### src/rtl/fifo_wr_arbiter.sv
`default_nettype none
// +--------------------------------------------------------------------------+
// | Module   : fifo_wr_arbiter                                               |
// | Purpose  : Packet-granular round-robin arbiter sharing the write port of |
// |            one asynchronous FIFO among N_REQ sources in the write-clock  |
// |            domain. A packet is only granted when the FIFO can hold all   |
// |            of it, so packets are never interleaved or stalled for space. |
// | Revision : 1.0 - initial release                                         |
// +--------------------------------------------------------------------------+
module fifo_wr_arbiter #(
  parameter int N_REQ = 4,
  parameter int DW    = 16,
  parameter int DEPTH = 8,
  parameter int LEN_W = 4
) (
  input  logic                   clk,
  input  logic                   rst_n,
  input  logic [N_REQ-1:0]       i_req,
  input  logic [N_REQ*LEN_W-1:0] i_len,
  input  logic [N_REQ*DW-1:0]    i_data,
  input  logic [N_REQ-1:0]       i_valid,
  output logic [N_REQ-1:0]       o_ready,
  output logic [N_REQ-1:0]       o_grant,
  output logic                   o_busy,
  output logic [DW-1:0]          o_fifo_wr_data,
  output logic                   o_fifo_wr_en,
  input  logic                   i_fifo_full,
  input  logic [LEN_W-1:0]       i_fifo_wr_words,
  output logic                   o_err_len
);

  localparam int                 c_ptr_w   = $clog2(N_REQ);
  localparam logic [LEN_W:0]     c_depth   = (LEN_W+1)'(DEPTH);
  localparam logic [LEN_W-1:0]   c_len_one = LEN_W'(1);
  localparam logic [c_ptr_w-1:0] c_last    = c_ptr_w'(N_REQ-1);
  localparam logic [N_REQ-1:0]   c_one_hot = N_REQ'(1);

  typedef enum logic [1:0] {
    IDLE = 2'd0,
    ARB  = 2'd1,
    XFER = 2'd2
  } state_t;

  state_t               r_state;
  state_t               w_state_nxt;
  logic [N_REQ-1:0]     r_grant;
  logic [c_ptr_w-1:0]   r_ptr;
  logic [LEN_W-1:0]     r_cnt;
  logic                 r_err_len;

  logic [LEN_W-1:0]     w_len_arr  [N_REQ];
  logic [DW-1:0]        w_data_arr [N_REQ];

  logic                 w_found;
  logic [c_ptr_w-1:0]   w_cand;
  logic [c_ptr_w-1:0]   w_idx;
  logic [LEN_W-1:0]     w_raw_len;
  logic                 w_bad_len;
  logic [LEN_W-1:0]     w_eff_len;
  logic [LEN_W:0]       w_free;
  logic                 w_grant_ok;

  logic [c_ptr_w-1:0]   w_owner;
  logic [DW-1:0]        w_owner_data;
  logic                 w_owner_valid;
  logic                 w_accept;
  logic                 w_last;

  // Split the flat per-requester buses into indexable arrays.
  genvar gi;
  generate
    for (gi = 0; gi < N_REQ; gi++) begin : g_unpack
      assign w_len_arr[gi]  = i_len[gi*LEN_W +: LEN_W];
      assign w_data_arr[gi] = i_data[gi*DW +: DW];
    end
  endgenerate

  // Round-robin candidate: first active request at or above the pointer, wrapping.
  always_comb begin
    w_found = 1'b0;
    w_cand  = '0;
    w_idx   = '0;
    for (int k = 0; k < N_REQ; k++) begin
      w_idx = c_ptr_w'((int'(r_ptr) + k) % N_REQ);
      if (!w_found && i_req[w_idx]) begin
        w_found = 1'b1;
        w_cand  = w_idx;
      end
    end
  end

  // Illegal lengths (0 or above DEPTH) are flagged and shrunk to a single word,
  // and the shrunk length is what must fit, so such packets still make progress.
  assign w_raw_len  = w_len_arr[w_cand];
  assign w_bad_len  = (w_raw_len == '0) || ({1'b0, w_raw_len} > c_depth);
  assign w_eff_len  = w_bad_len ? c_len_one : w_raw_len;
  assign w_free     = ({1'b0, i_fifo_wr_words} >= c_depth) ? '0
                                                           : (c_depth - {1'b0, i_fifo_wr_words});
  assign w_grant_ok = (r_state == ARB) && w_found && ({1'b0, w_eff_len} <= w_free);

  // Decode the registered one-hot grant into an owner index, data and valid.
  always_comb begin
    w_owner       = '0;
    w_owner_data  = '0;
    w_owner_valid = 1'b0;
    for (int k = 0; k < N_REQ; k++) begin
      if (r_grant[k]) begin
        w_owner       = c_ptr_w'(k);
        w_owner_data  = w_data_arr[k];
        w_owner_valid = i_valid[k];
      end
    end
  end

  // Full gating here is what keeps an externally shared FIFO from overflowing.
  assign w_accept = (r_state == XFER) && w_owner_valid && !i_fifo_full;
  assign w_last   = w_accept && (r_cnt == c_len_one);

  // State register.
  always_ff @(posedge clk) begin
    if (!rst_n) begin
      r_state <= IDLE;
    end else begin
      r_state <= w_state_nxt;
    end
  end

  // Next-state logic; ARB holds on the same candidate until its packet fits.
  always_comb begin
    w_state_nxt = r_state;
    case (r_state)
      IDLE: begin
        if (|i_req) begin
          w_state_nxt = ARB;
        end
      end
      ARB: begin
        if (!(|i_req)) begin
          w_state_nxt = IDLE;
        end else if (w_grant_ok) begin
          w_state_nxt = XFER;
        end
      end
      XFER: begin
        if (w_last) begin
          w_state_nxt = IDLE;
        end
      end
      default: begin
        w_state_nxt = IDLE;
      end
    endcase
  end

  // Grant register: set at arbitration, cleared with the packet's last word.
  always_ff @(posedge clk) begin
    if (!rst_n) begin
      r_grant <= '0;
    end else if (w_grant_ok) begin
      r_grant <= c_one_hot << w_cand;
    end else if (w_last) begin
      r_grant <= '0;
    end
  end

  // Remaining-word counter: loaded at grant, stepped on each accepted word.
  always_ff @(posedge clk) begin
    if (!rst_n) begin
      r_cnt <= '0;
    end else if (w_grant_ok) begin
      r_cnt <= w_eff_len;
    end else if (w_accept) begin
      r_cnt <= r_cnt - c_len_one;
    end
  end

  // Priority pointer moves past the owner only when its packet completes.
  always_ff @(posedge clk) begin
    if (!rst_n) begin
      r_ptr <= '0;
    end else if (w_last) begin
      r_ptr <= (w_owner == c_last) ? '0 : (w_owner + c_ptr_w'(1));
    end
  end

  // Sticky illegal-length flag, cleared only by reset.
  always_ff @(posedge clk) begin
    if (!rst_n) begin
      r_err_len <= 1'b0;
    end else if (w_grant_ok && w_bad_len) begin
      r_err_len <= 1'b1;
    end
  end

  assign o_grant        = r_grant;
  assign o_busy         = (r_state == XFER);
  assign o_ready        = r_grant & {N_REQ{w_accept}};
  assign o_fifo_wr_en   = w_accept;
  assign o_fifo_wr_data = (r_state == XFER) ? w_owner_data : '0;
  assign o_err_len      = r_err_len;

endmodule
`default_nettype wire

### config.mk
export PLATFORM = sky130hd
export DESIGN_NAME = fifo_wr_arbiter
export DESIGN_NICKNAME = d
export VERILOG_FILES = /design/src/rtl/fifo_wr_arbiter.sv
export SDC_FILE = /design/constraint.sdc
export NUM_CORES = 1
export LEC_CHECK = 0
export CAP_MARGIN = 0
export CORE_UTILIZATION = 31
export DETAILED_ROUTE_END_ITERATION = 16
export GPL_ROUTABILITY_DRIVEN = 0
export PLACE_DENSITY = 0.78
export SYNTH_ARGS = -nofsm -noshare
export SYNTH_HDL_FRONTEND = slang
export SYNTH_SLANG_ARGS = --single-unit
### constraint.sdc
create_clock -name clk -period 3.9 [get_ports clk]
set_clock_uncertainty 0.2 [all_clocks]
set_input_delay 0.39 -clock clk [delete_from_list [all_inputs] [get_ports clk]]
set_output_delay 0.39 -clock clk [all_outputs]
set_load 0.02 [all_outputs]
==> results by group <==
Outcome
  • Status: finished clean

Critical path
  • Startpoint Class: input port
  • Worst Setup EP: r_cnt[0]$_SDFFE_PN0P_
  • Critical Path AT: 3.67 ns
  • Largest stage delay on the critical path: 0.51 ns
  • Setup CP Type: in2reg
  • Crit end category: register
  • Path depth of the worst reg2reg path: 18
  • Crit path cell chain: clkdlybuf4s50_1, buf_4, a21oi_1, a311oi_4, buf_4, mux2i_1, mux2i_4, inv_2, xnor2_2, and2_1, ha_1, nor2b_1, o21ai_0, nand2b_1, a21oi_2, o311a_1, or3_1, nand3_1, a21oi_1
  • Worst r2r dst: r_cnt[0]$_SDFFE_PN0P_
  • Crit path from: i_req[1]
  • R2R setup slack: 0.26 ns
  • Critical path's slowest cell: clkdlybuf4s50_1
  • Critical R2R Launch: r_ptr[1]$_SDFFE_PN0P_
  • Worst-path maximum fanout: 5
  • Required time of the worst setup path: 3.83 ns

Cells and area
  • P&R area growth vs syn: 91.6%
  • Nets: 464
  • Fillcell total: 437
  • Fin area: 3100 um^2
  • Final core occ: 63.5%
  • ANT cells: 0
  • Layout cells sized above 1: 11.6%

Clock tree
  • CTS Root Buffer Type: clkbuf_8
  • # clock sinks: 13
  • Clock tree from TritonCTS: built
  • Worst skew pair latency: 0.24 ns
  • Clk pin slew, worst setup/hold paths: 0.06 ns
  • Num CTS Buffers: 3
  • H-tree levels: 1
  • Clock Tree Buf Depth: 2

STA
  • Relative slew slack: 37.7%
  • Final worst path period share: 96.0%
  • # setup viols final: 0
  • Worst Max-Slew Pin Slew: 0.935 ns
  • Final hold vios: 0
  • Fmax achieved: 267 MHz
  • Fin crit period: 3.74 ns
  • Setup tns final: 0 ns
  • Slew Viols, Final: 0
  • Final setup margin: 0.156 ns

Floorplan
  • Die height: 74.2 um
  • Initial core utilization: 33.2%
  • Die width: 74.2 um
  • Core Area: 4880 um^2
  • Die Area: 5510 um^2
  • I/O Pins: 122
  • Std cell rows: 25

Synthesis
  • Top post-synthesis cells by count: nor2_1, a21oi_1, o21ai_0
  • Mapped Cells: 228
  • Post-Syn Nets: 330
  • Post-synth top area share: 16.1%
  • Yosys Warn Count: 0
  • Ys async rst share: 0%
  • Sequential share of the synthesized area: 16.1%
  • Number of synthesized flops with an enable pin: 0
  • Yosys cell types: 47
  • Avg Inst Size Synth: 7.10 um^2
  • Area contributors post-synth: dfxtp_1, nor2_1, a221o_1
  • Mapped Area: 1620 um^2
  • Seq cells post-synth: 13
  • Synth Flop Type: dfxtp_1
  • Synth area leader: dfxtp_1
  • Count leader, synth: nor2_1

Min path
  • Hold Crit Class: reg2reg

Drt
  • Via count: 2217
  • Drt first pass iters: 4
  • Drt drc: 0
  • Routed len/inst: 15.0 um
  • Total wire length: 6.44 mm
  • Remaining antenna violation count: 0
  • DR iter-0 viols: 97
  • DR vias/cell: 5.18

Power and ir drop
  • Worst vdd ir: 0.157 mV
  • Combinational Power Share: 57.8%
  • Sequential Power Share: 23.8%
  • Pint: 0.000442 W
  • Net Sw Frac: 33.9%
  • Psw: 0.000226 W
  • Pleak: 1.17 nW
  • Clk pwr share: 18.3%
  • Cell Pwr Density: 216 nW/um^2

Placed design
  • Port bufs: 121
  • Dpl ws: -0.233 ns
  • Placed cell areas: 3010 um^2
  • HPWL after DPL: 5.08 mm

Global route
  • Number of global-route vias before repair: 1998
  • First-pass GRT wire length: 9.56 mm
  • All-layer global routing usage: 22.0%
  • Initial antenna violation count: 0
  • Gr ovfl total: 0
  • Pin count of the biggest net entering global routing: 33

Run
  • # Max-Cap Violations: 0
power by group through the flow:
stage / clock network [W] / registers (W) / logic, W
finish: 0.000123 / 0.000159 / 0.000386
global placement: 0 / 0.000161 / 0.000369
detailed placement: 0 / 0.000162 / 0.000375
CTS: 0.000123 / 0.000159 / 0.000377
floorplan: 0 / 0.000164 / 0.000187
global route: 0.000129 / 0.000162 / 0.000424
critical path, delay by kind of cell:
| kind | cells | cell delay, ns |
|---|---|---|
| AOI/OAI and AO/OA | 6 | 0.91 |
| xor gates and xnor gates | 1 | 0.08 |
| adders and majority gates | 1 | 0.18 |
| buffers and inverters | 4 | 0.90 |
| muxes | 2 | 0.44 |
| and+or+nand+nor | 5 | 0.78 |
cell type report:
type	count	area, um^2	share of cell area [%]
Timing Repair Buffer	145	1390	44.9
Multi-Input combinational cell	188	1280	41.2
Sequential cell	13	260	8.40
Tap cell	67	83.8	2.70
Clock buffer	4	45.0	1.45
Inverter	11	41.3	1.33
how the worst min path moves through the flow:
stage                                 startpoint                     end  slack, ns  depth (start not counted)
after global placement     r_ptr[0]$_SDFFE_PN0P_   r_ptr[0]$_SDFFE_PN0P_       0.27                          2
after global routing      o_err_len$_SDFFE_PN0P_  o_err_len$_SDFFE_PN0P_       0.35                          2
final                     o_err_len$_SDFFE_PN0P_  o_err_len$_SDFFE_PN0P_       0.30                          2
after CTS                 o_err_len$_SDFFE_PN0P_  o_err_len$_SDFFE_PN0P_       0.31                          2
after detailed placement  o_err_len$_SDFFE_PN0P_  o_err_len$_SDFFE_PN0P_       0.29                          2
after floorplan            r_ptr[0]$_SDFFE_PN0P_   r_ptr[0]$_SDFFE_PN0P_       0.24                          2
metrics by stage:
step,cells,hold slack (ns),power [W]
after global placement,422,0.266,0.000530
after floorplan,228,0.244,0.000351
after global routing,428,0.349,0.000715
final,428,0.298,0.000668
after CTS,426,0.308,0.000659
after detailed placement,422,0.295,0.000536
kinds of logic (layout without fill, tap and decap cells):
group | after synthesis | in the layout | synth area share [%]
compound gates | 77 | 77 | 34.0
simple gates | 89 | 89 | 27.5
mux | 13 | 13 | 9.05
xor+xnor | 2 | 2 | 1.55
buf+inv | 27 | 160 | 6.50
flops | 13 | 13 | 16.1
fa+ha+maj | 7 | 7 | 5.41
layer usage:
layer	global-route usage, %	share of wire (%)	up-vias
met3	6.50	10	13
met4	5.45	1.8	0
li1	-	-	1107
met2	38.8	47	92
met5	0	0	-
met1	26.2	41	1005
placed cells by master (no fill, tap or decap), types with 2 or more instances in the layout:
cell,instances
nor2_1,43
clkdlybuf4s50_1,121
a21oi_1,23
nand2_1,9
ha_1,7
clkbuf_8,3
mux2i_1,8
nor3_1,3
or3_1,2
mux2_2,3
o21ai_0,21
buf_4,24
dfxtp_1,13
a32oi_1,4
nand3_1,3
inv_1,9
and2_1,5
a221o_1,16
nand2b_1,3
nor2b_1,9
nor4_1,3
what timing repair did:
action | CTS | global route
setup buffers | 0 | 2
setup endpoints to repair | 0 | 11
gates resized for setup | 0 | 6
hold buffers | 0 | 0
state kept, by name, indices dropped and copies added (netlist names):
| signal | flops |
|---|---|
| r_cnt | 4 |
| r_ptr | 2 |
| r_state | 2 |
| o_err_len | 1 |
| o_grant | 4 |
Power figures use the tool's default switching activity.
==> RTL change 1: new RTL, same flow settings <==
Encoding of `state_t`: now one-hot (3 bits for 3 states).
--- a/src/rtl/fifo_wr_arbiter.sv
+++ b/src/rtl/fifo_wr_arbiter.sv
@@ -37,6 +37,6 @@
 
-  typedef enum logic [1:0] {
-    IDLE = 2'd0,
-    ARB  = 2'd1,
-    XFER = 2'd2
+  typedef enum logic [2:0] {
+    IDLE = 3'b001,
+    ARB  = 3'b010,
+    XFER = 3'b100
   } state_t;
Check against the original RTL: no difference found for any inputs over 10 cycles, from zero or initial values and one cycle with rst_n low; not proved beyond that.
==> RTL change 1 against the original RTL <==
  * Sequential cell count is 1 higher
  * Setup slack better by 0.037 ns
  * Synthesized area is 2.0% higher
  * Sequential share of layout area is 0.73 points higher
  * Wire length is 2.7% lower
  * Cell count is 4.2% higher
  * Total power is 18% lower
  * Maximum frequency is 1.0% higher
  * Critical endpoint is now o_grant[0]
  * Final area is 0.89% lower
==> RTL change 1: results (changes against the original RTL) <==
stage,metric,value,unit,change
synth,sequential area share after synthesis,17.0,%,+0.90 points
global_route,vias in the first global route,2090,,+4.6%
synth,Synth top cells by count,"nor2_1, a21oi_1, a22oi_1",,
global_route,GRT Util Overall,21.5,%,-0.55 points
critical_path,Worst EP arrival,3.69,ns,+0.02 ns
synth,leading post-synthesis cells by cell area,"dfxtp_1, nor2_1, a21oi_1",,
synth,Synth cell types,42,,-11%
cells_and_area,antenna cells,0,,unchanged
routing,post-DR wirelength/cell,14.0,um,-6.7%
outcome,status,"complete, no violations",,
placed_design,hpwl dp,4920,um,-3.1%
placed_design,pre-CTS WS,-0.0722,ns,+0.161 ns
timing,Relative slew margins,53.9,%,+16 points
critical_path,CP max FO,6,,+1
routing,DRT Pass-1 Iters,4,,unchanged
global_route,first-pass GRT wire length,9320,um,-2.5%
cts,Clk Tree Root Cell,clkbuf_8,,
power_and_ir_drop,leakage power total,1.13,nW,-3.8%
global_route,largest net degree at the start of global routing,26,,-21%
power_and_ir_drop,cell internal pwr,390,uW,-12%
routing,Vias per Instance,5.06,,-2.3%
power_and_ir_drop,Peak VDD IR,0.156,mV,-0.99%
critical_path,"slowest stage delay, CP",0.53,ns,+0.02 ns
synth,Synth Net Count,355,,+7.6%
critical_path,Top delay family on crit path,buffers and inverters,,
cells_and_area,layout cell share with drive strength beyond 1,8.78,%,-2.9 points
routing,drt first-iter violations,142,,+46%
timing,Slew Limit Fails,0,,unchanged
global_route,initial antenna violation count,0,,unchanged
cells_and_area,Layout Nets,479,,+3.2%
## RTL change 1: layout make-up
class	instances	area, um2
multi-input combinational	212	1280
sequential	14	280
inverter	11	41.3
fill	480	2040
tap	70	87.6
clock buffer	4	55.1
timing repair buffer	135	1320
## RTL change 1: metal layers
metal | global-route usage (%) | part of all wire [%] | vias to the layer above
li1 | - | - | 1161
met1 | 23.6 | 40 | 1010
met2 | 39.7 | 51 | 79
met3 | 6.16 | 8.0 | 8
met4 | 6.50 | 1.1 | 0
met5 | 0 | 0 | -
## RTL change 1: logic make-up (layout without fill, tap and decap cells)
kind of cell / after synthesis / in the layout / share of synthesized area [%]
AOI/OAI and AO/OA: 85 / 85 / 31.6
xor gates and xnor gates: 1 / 1 / 0.531
adders and majority gates: 7 / 7 / 5.31
buffers and inverters: 27 / 150 / 6.22
DFF: 14 / 14 / 17.0
muxes: 13 / 13 / 8.87
and+or+nand+nor: 106 / 106 / 30.5
## RTL change 1: final timing paths
path | from | end | slack (ns) | cells after the start
setup reg to reg | r_ptr[1] | o_grant[0] | 0.39 | 19
hold reg to reg | o_err_len | o_err_len | 0.32 | 2
setup / recovery | i_req[0] | o_grant[0] | 0.19 | 20
hold / removal | o_err_len | o_err_len | 0.32 | 2
## RTL change 1: tightest hold or removal path, stage by stage, from the launching register on
cell	delay [ns]
dfxtp_1	0.32
nand2_1	0.06
o211ai_1	0.09
## RTL change 1: power by group through the flow
stage | sequential (mW) | combinational (mW) | clock [mW]
global placement | 0.165 | 0.228 | 0
global route | 0.164 | 0.264 | 0.156
finish | 0.162 | 0.242 | 0.142
floorplan | 0.164 | 0.104 | 0
detailed placement | 0.165 | 0.233 | 0
CTS | 0.162 | 0.234 | 0.144
## RTL change 1: timing repair
item	in CTS	in global routing
endpoints found under the setup margin	0	8
endpoints found under the hold margin	0	0
buffers inserted	0	3
gates resized for setup	0	7
## RTL change 1: through the flow
stage                     TNS [ns]  instance area [um2]  cells
after detailed placement    -0.180                 2970    439
after CTS                        0                 3030    443
final                            0                 3070    446
after floorplan                  0                 1650    253
after global routing        -0.105                 3070    446
after global placement           0                 2970    439
==> RTL change 2: new RTL, same settings <==
Made on the original files. `LEN_W`: 4 -> 8.
--- a/src/rtl/fifo_wr_arbiter.sv
+++ b/src/rtl/fifo_wr_arbiter.sv
@@ -13,3 +13,3 @@
   parameter int DEPTH = 8,
-  parameter int LEN_W = 4
+  parameter int LEN_W = 8
 ) (
Interface: changed (resized i_fifo_wr_words and i_len); port bits go from 122 to 142. No check against the original RTL was run, so the function may have changed too.
==> RTL change 2 against the original RTL <==
  * Total power is 0.27% higher
  * Count of clock-buffer cells in the layout decreased by 1
  * Sequential cell count increased by 4
  * Die area up 26%
  * Wire length increased by 16%
  * Highest routed layer unchanged
  * Synthesized area rose by 27%
  * First-iteration DRC count fell by 33%
  * Final area is 26% higher
  * Setup slack worse by 0.050 ns
==> RTL change 2: results (changes against the original RTL) <==
stage,metric,value,unit,change
outcome,status,"complete, no violations",,
synth,sequential area share after synthesis,16.6,%,+0.51 points
global_route,largest net degree at the start of global routing,38,,+15%
critical_path,Worst EP arrival,3.75,ns,+0.08 ns
timing,"Min Clock Period, post-route",3.79,ns,+0.0500 ns
placed_design,"Cell Area, Placed",3690,um2,+22%
critical_path,Reg2Reg Setup Slack,0.11,ns,-0.15 ns
routing,drt first-iter violations,65,,-33%
worst_hold_path,WHS Path Cells,1,,-1
timing,Relative slew margins,42.0,%,+4.3 points
global_route,met3 usage,2.09,%,-4.4 points
placed_design,hpwl dp,5730,um,+13%
routing,DR vias,2713,,+22%
cells_and_area,fill count,544,,+24%
cells_and_area,Final Instance Count excl. Fillers,511,,+19%
placed_design,pre-CTS WS,-0.306,ns,-0.0729 ns
power_and_ir_drop,cell internal pwr,465,uW,+5.2%
synth,Avg Synthesized Cell Area,7.46,um2,+5.1%
global_route,met1 Track Usage GR,24.8,%,-1.4 points
critical_path,Reg2Reg Depth,15,,-3
worst_hold_path,hold path start,r_state[1],,
synth,Synth cell types,57,,+21%
critical_path,RR Endpoint,o_grant[3],,
critical_path,"slowest stage delay, CP",0.40,ns,-0.11 ns
placed_design,Buffers on Ports,141,,+17%
critical_path,critical path type,reg2reg,,
synth,leading post-synthesis cells by cell area,"dfxtp_1, nor2_1, a221o_1",,
cells_and_area,Layout Nets,561,,+21%
global_route,met2 Usage GRT,38.3,%,-0.49 points
global_route,first-pass GRT wire length,11800,um,+24%
global_route,GRT Util Overall,20.6,%,-1.4 points
critical_path,worst setup path start,r_ptr[1],,
power_and_ir_drop,Peak VDD IR,0.106,mV,-32%
synth,Synth top cells by count,"nor2_1, a21oi_1, o21ai_0",,
global_route,vias in the first global route,2612,,+31%
critical_path,CP max stage cell,o31a_4,,
routing,post-DR wirelength/cell,14.6,um,-3.1%
cts,Worst-Skew Late Latency,0.26,ns,+0.02 ns
RTL change 2: changes by cell type in the layout (fill, tap and decap cells not counted), moves of 4 or more:
cell,change
nor3_1,+7
a32oi_1,-4
clkdlybuf4s50_1,+16
dlymetal6s2s_1,+4
mux2_4,+4
conb_1,+6
nor4_1,+6
nand2_1,+5
RTL change 2: timing repair:
item	in CTS	in global routing
hold endpoints to repair	0	0
setup endpoints to repair	3	15
pin swaps	1	8
cloned	0	1
buffers inserted	0	4
gates resized for setup	3	20
RTL change 2: kinds of logic after synthesis:
family	count (synthesis)	synth area share, %
AO/OA/AOI/OAI	80	28.2
XOR/XNOR	8	3.42
adder cells (fa/ha/maj)	11	6.71
buffers and inverters	26	5.92
flip-flops	17	16.6
multiplexers	17	10.0
other	2	0.366
AND/OR/NAND/NOR	114	28.7
RTL change 2: power groups by stage:
stage	sequential (mW)	clock, mW	combinational, mW
6_report	0.192	0.133	0.345
3_3_place_gp	0.196	0	0.311
2_1_floorplan	0.197	0	0.139
3_5_place_dp	0.196	0	0.316
4_1_cts	0.192	0.136	0.321
5_1_grt	0.193	0.143	0.375
RTL change 2: per-layer routing:
metal	wire length [um]	vias to the layer above	part of all wire (%)
li1	-	1329	-
met4	118	0	1.6
met5	0	-	0
met1	2990	1245	40
met2	3770	130	51
met3	572	9	7.7
RTL change 2: area by class of cell:
type	instances	area, um2	area share [%]
clock inverter	1	5.00	0.129
timing repair buffer	167	1680	43.1
sequential	17	344	8.85
inverter	10	51.3	1.32
multi-input combinational	236	1680	43.1
clock buffer	3	41.3	1.06
tap	77	96.3	2.48
